$ cat config.mk
export PLATFORM = sky130hd
export DESIGN_NAME = blf_ctrl
export DESIGN_NICKNAME = d
export VERILOG_FILES = /design/src/rtl/blf_ctrl.sv
export SDC_FILE = /design/constraint.sdc
export NUM_CORES = 1
export LEC_CHECK = 0
export CORE_ASPECT_RATIO = 1.75
export CORE_UTILIZATION = 58
export DETAILED_ROUTE_END_ITERATION = 10
export PLACE_DENSITY = 0.88
export SKIP_CTS_REPAIR_TIMING = 1
export SLEW_MARGIN = 10
export SYNTH_ARGS = -nofsm -noshare
export SYNTH_HDL_FRONTEND = slang
export SYNTH_SLANG_ARGS = --single-unit
$ cat constraint.sdc
create_clock -name clk_1_92m -period 2.5 [get_ports clk_1_92m]
set_input_delay 0.25 -clock clk_1_92m [delete_from_list [all_inputs] [get_ports clk_1_92m]]
set_output_delay 0.25 -clock clk_1_92m [all_outputs]
set_load 0.03 [all_outputs]
$ cat src/rtl/blf_ctrl.sv
// BLF divider controller: measures the TC pulse width, latches the query divide
// ratio and gates the BLF divider for a requested number of doub_blf periods.
module blf_ctrl #(
  parameter int TIMEOUT_CYC = 32,
  parameter int GUARD_CYC   = 12
) (
  input  logic       clk_1_92m,
  input  logic       rst_n,
  input  logic       tc_in,
  input  logic       tc_meas_en,
  input  logic       query_vld,
  input  logic [1:0] dr_in,
  input  logic       tx_req,
  input  logic [7:0] tx_len,
  input  logic       doub_blf,
  output logic [7:0] tc_val,
  output logic [1:0] dr,
  output logic       set_m,
  output logic       div_en,
  output logic       tx_ack,
  output logic       tx_done,
  output logic       tx_err,
  output logic       busy
);

  typedef enum logic [1:0] {IDLE, CFG, RUN, DRAIN} state_t;

  state_t      r_state, w_nxt;
  logic        r_cfg_ok, r_err_lock, r_res_ok, r_blf_d, r_tc_d;
  logic [7:0]  r_tc_cnt, r_len, r_edge_cnt;
  logic [15:0] r_to_cnt, r_grd_cnt;
  logic        w_rise, w_last_edge, w_timeout, w_guard_hit;
  logic        w_grant, w_req_err, w_run_ok, w_run_err, w_fin;
  logic        w_setm_d, w_ack_d, w_done_d, w_err_d, w_div_d, w_busy_d;

  assign w_rise      = doub_blf & ~r_blf_d;
  assign w_last_edge = w_rise && ((r_edge_cnt + 8'd1) == r_len);
  assign w_timeout   = !w_rise && ((r_to_cnt + 16'd1) == 16'(TIMEOUT_CYC));
  assign w_guard_hit = !doub_blf && ((r_grd_cnt + 16'd1) == 16'(GUARD_CYC));

  always_ff @(posedge clk_1_92m or negedge rst_n) begin
    if (!rst_n) r_state <= IDLE;
    else        r_state <= w_nxt;
  end

  // A query always beats a simultaneous tx_req; the request is seen again on return to IDLE.
  always_comb begin
    w_nxt     = r_state;
    w_grant   = 1'b0;
    w_req_err = 1'b0;
    w_run_ok  = 1'b0;
    w_run_err = 1'b0;
    w_fin     = 1'b0;
    case (r_state)
      IDLE: begin
        if (query_vld) begin
          w_nxt = CFG;
        end else if (tx_req && !r_err_lock) begin
          if (r_cfg_ok && (tx_len != 8'd0)) begin
            w_grant = 1'b1;
            w_nxt   = RUN;
          end else begin
            w_req_err = 1'b1;
          end
        end
      end
      CFG: w_nxt = IDLE;
      RUN: begin
        if (!tx_req) begin
          w_run_err = 1'b1;
          w_nxt     = DRAIN;
        end else if (w_last_edge) begin
          w_run_ok = 1'b1;
          w_nxt    = DRAIN;
        end else if (w_timeout) begin
          w_run_err = 1'b1;
          w_nxt     = DRAIN;
        end
      end
      DRAIN: begin
        if (w_guard_hit) begin
          w_fin = 1'b1;
          w_nxt = IDLE;
        end
      end
      default: w_nxt = IDLE;
    endcase
  end

  always_comb begin
    w_setm_d = (r_state == IDLE) && query_vld;
    w_ack_d  = w_grant;
    w_done_d = w_fin && r_res_ok;
    w_err_d  = w_req_err || (w_fin && !r_res_ok);
    w_busy_d = (w_nxt != IDLE);
    w_div_d  = div_en;
    if (w_grant)                 w_div_d = 1'b1;
    else if (w_nxt != RUN)       w_div_d = 1'b0;
  end

  always_ff @(posedge clk_1_92m or negedge rst_n) begin
    if (!rst_n) begin
      set_m   <= 1'b0;
      tx_ack  <= 1'b0;
      tx_done <= 1'b0;
      tx_err  <= 1'b0;
      div_en  <= 1'b0;
      busy    <= 1'b0;
    end else begin
      set_m   <= w_setm_d;
      tx_ack  <= w_ack_d;
      tx_done <= w_done_d;
      tx_err  <= w_err_d;
      div_en  <= w_div_d;
      busy    <= w_busy_d;
    end
  end

  always_ff @(posedge clk_1_92m or negedge rst_n) begin
    if (!rst_n) begin
      dr         <= 2'b11;
      r_cfg_ok   <= 1'b0;
      r_err_lock <= 1'b0;
      r_res_ok   <= 1'b0;
      r_len      <= 8'd0;
      r_edge_cnt <= 8'd0;
      r_to_cnt   <= 16'd0;
      r_grd_cnt  <= 16'd0;
      r_blf_d    <= 1'b0;
    end else begin
      r_blf_d <= doub_blf;
      if ((r_state == IDLE) && query_vld) dr <= dr_in;
      if (r_state == CFG) r_cfg_ok <= 1'b1;
      // A refused request stays refused until the encoder drops tx_req.
      if (!tx_req)        r_err_lock <= 1'b0;
      else if (w_req_err) r_err_lock <= 1'b1;
      if (w_run_ok)       r_res_ok <= 1'b1;
      else if (w_run_err) r_res_ok <= 1'b0;
      if (w_grant) r_len <= tx_len;
      if (w_grant)                         r_edge_cnt <= 8'd0;
      else if ((r_state == RUN) && w_rise) r_edge_cnt <= r_edge_cnt + 8'd1;
      if ((r_state != RUN) || w_rise) r_to_cnt <= 16'd0;
      else                            r_to_cnt <= r_to_cnt + 16'd1;
      if ((r_state != DRAIN) || doub_blf) r_grd_cnt <= 16'd0;
      else                                r_grd_cnt <= r_grd_cnt + 16'd1;
    end
  end

  // TC width: only published while idle so the divider setting never shifts mid-reply.
  always_ff @(posedge clk_1_92m or negedge rst_n) begin
    if (!rst_n) begin
      tc_val   <= 8'hFF;
      r_tc_cnt <= 8'd0;
      r_tc_d   <= 1'b0;
    end else begin
      r_tc_d <= tc_in;
      if (!tc_meas_en) begin
        r_tc_cnt <= 8'd0;
      end else if (r_tc_d && !tc_in) begin
        if ((r_tc_cnt != 8'd0) && (r_state == IDLE)) tc_val <= r_tc_cnt;
        r_tc_cnt <= 8'd0;
      end else if (tc_in && (r_tc_cnt != 8'hFF)) begin
        r_tc_cnt <= r_tc_cnt + 8'd1;
      end
    end
  end

endmodule

==> metrics.txt <==
DRT Pass-1 Iters 4; Max H-tree Level 3; Ys Warns 0; Synth top area share 0.4344; HPWL Detailed around 6 mm; Clk pin slew, worst setup/hold paths 0.06 ns; worst skew pair latency 0.34 ns; syn_area_per_cell 9.913 µm²; wire per inst 15.66 µm; Clock Path Buffers 2; compound-gate portion of the synthesized area 0.06925; Pwr Total 0.003570 W; Max VDD drop around 0.00063 V; FILL cells 489; Crit path largest cell delay 0.49 ns; final hold vios 0; slowest stage cell, crit path dfrtp_1; nets around 470; HP Class input port to async pin; GRT Util Overall 0.2676; worst setup margin approximately 0.17 ns; DR vias/cell 5.827; first-pass GRT wire length 14.48 mm; Post-route DRC 0; Setup WS pre-CTS 0.06157 ns; Async S/R FF share, synth 1.000; starting DRC count in detailed routing ~220; Worst-Margin Slew ~0.9 ns; PortBufs 32; dpl cells 515; n_diodes 0; status complete, no violations; FF-to-FF setup slack ~0.17 ns; cell count after synthesis 401; post-route minimum period 2.334 ns; largest family of logic cells by synthesized area simple AND/OR/NAND/NOR gates; Final period util 0.9338; core area 0.006588 mm²; area grow syn2layout 18.41%; vias in the first global route 3182; CTS tree yes; share of cells above drive strength 1 0.1203; Data required, critical path 2.72 ns; Synth area leaders dfrtp_1, dfstp_2, nor2_1; # setup viols final 0; Pwr Density 758.4 mW/mm²; RSZ-0062 raised after global routing no; clock skew 0.006921 ns; Final Wtd Congestion 0.8522; Slew Limit Fails 0; XOR/XNOR Fraction of Synth Area 0.1036; post-synthesis simple-gate area fraction 0.2534; row count 39; P_leak ~2.0 nW; TNS Setup 0 ns; GRT overflow 0; Die Height 111.5 µm; Worst Setup End Kind flip-flop; largest area contributor in the netlist dfrtp_1; die footprint ~0.0072 mm²; post-synthesis adder-cell area fraction 0.01574; Routed WL around 8.3 mm; Post-synth EDFFs 0; Antenna Nets Post-Route 0; #FFs+latches synth 79; number of buffers created by CTS 9; via count of the routed design between 3000 and 4000; Die X ~65 µm; startpoint types flip-flop; largest net degree at the start of global routing 75; final non-filler cell total about 530; initial antenna violation count 0; Critical Path AT 2.56 ns; sequential fraction of the synthesis area 0.5005; mux cell area share after synthesis 0.03620; Setup CP Type flip-flop to flip-flop; Max-Cap Viols 0; Achievable Freq 428.4 MHz; Critical Path Fanout Max 8; syn_nets 423; count leader, synth dfrtp_1; Synth Flop Type dfrtp_1; distinct cell type count after synthesis 54; crit-path cells nand4_1 -> nor4_1 -> xnor2_1 -> nand3_1 -> or4_4 -> a41o_1; Mapped Area slightly below 0.004 mm²; clk sinks 79; I/O pin total 33; Slew headroom 0.3973; Post-synth top cells dfrtp_1, nor2_1, nand2_1; Root Buffer clkbuf_16; Initial Util 0.6034
## layout make-up
class / count / area, µm² / area share
clock inverters: 5 / 31.28 / 0.006645
well taps: 82 / 102.6 / 0.02180
flip-flops and latches: 79 / 1989 / 0.4226
multi-input cells: 301 / 1901 / 0.4038
repair buffers: 41 / 385.4 / 0.08187
clock buffers: 11 / 252.7 / 0.05369
inverters: 12 / 45.04 / 0.009569
## placed cells by master, fill, tap and decap left out, types with 7 or more instances in the layout
master           instances
dfrtp_1                 69
nor2_1                  65
nand2_1                 41
clkdlybuf4s50_1         31
nand3_1                 25
xnor2_1                 25
xor2_1                  22
inv_1                   12
nand4_1                 11
nor3_1                  11
mux2_2                  11
dfstp_2                 10
buf_4                   10
clkbuf_16                9
nor4_1                   8
o21ai_0                  7
## cell families after synthesis
| family | after synthesis |
|---|---|
| adder cells (fa/ha/maj) | 5 |
| multiplexers | 13 |
| XOR/XNOR | 47 |
| AND/OR/NAND/NOR | 198 |
| AO/OA/AOI/OAI | 38 |
| buffers and inverters | 21 |
| flip-flops | 79 |
## per-layer routing
metal	routed length, µm	up-vias	track usage
met5	0	-	0
met3	243	29	0.07582
met2	4605	69	0.4596
met4	316	0	0.1452
li1	-	1483	-
met1	3146	1513	0.2899
## registers in the layout, summed over array words and instances, names as in the netlist
register / count
set_m: 1
r_len: 8
dr: 2
r_err_lock: 1
r_cfg_ok: 1
tx_ack: 1
busy: 1
tx_err: 1
r_edge_cnt: 8
div_en: 1
r_state: 2
r_blf_d: 1
r_tc_d: 1
r_grd_cnt: 16
r_tc_cnt: 8
r_to_cnt: 16
r_res_ok: 1
tx_done: 1
tc_val: 8
## report_power, final
group / switching (W) / leakage [nW] / internal, W
clock: 0.000509 / 0.142 / 0.000724
sequential: 0.000153 / 1.02 / 0.00146
combinational: 0.000406 / 0.841 / 0.000323
total: 0.00107 / 2.01 / 0.00250
## metrics by stage
stage	instance area [µm²]	utilization	hold slack, ns
after floorplan	3975	-	-0.04559
after global placement	4423	0.6714	0.4299
after detailed placement	4423	0.6714	0.4345
after CTS	4707	0.7145	0.06284
after global routing	4707	0.7145	0.09418
final	4707	0.7145	0.03500
## worst max-delay path, delay by kind of cell, from the launching register on
family,cells,cell delay [ns]
xor+xnor,1,0.21
compound gates,1,0.25
simple gates,4,1.27
flops,1,0.49
## path summary, 6_finish.rpt
kind                                              from                      to  cells after the start
worst max register to register  r_grd_cnt[6]$_DFF_PN0_      div_en$_DFFE_PN0P_                      6
worst max-delay path            r_grd_cnt[6]$_DFF_PN0_      div_en$_DFFE_PN0P_                      6
min in group clk_1_92m           tc_val[3]$_DFFE_PN1P_   tc_val[3]$_DFFE_PN1P_                      2
worst min-delay path                             rst_n  r_to_cnt[12]$_DFF_PN0_                      1
worst min register to register   tc_val[3]$_DFFE_PN1P_   tc_val[3]$_DFFE_PN1P_                      2
max in group asynchronous                        rst_n   tc_val[0]$_DFFE_PN1P_                      2
No activity file was read; power rests on OpenSTA's default activity.
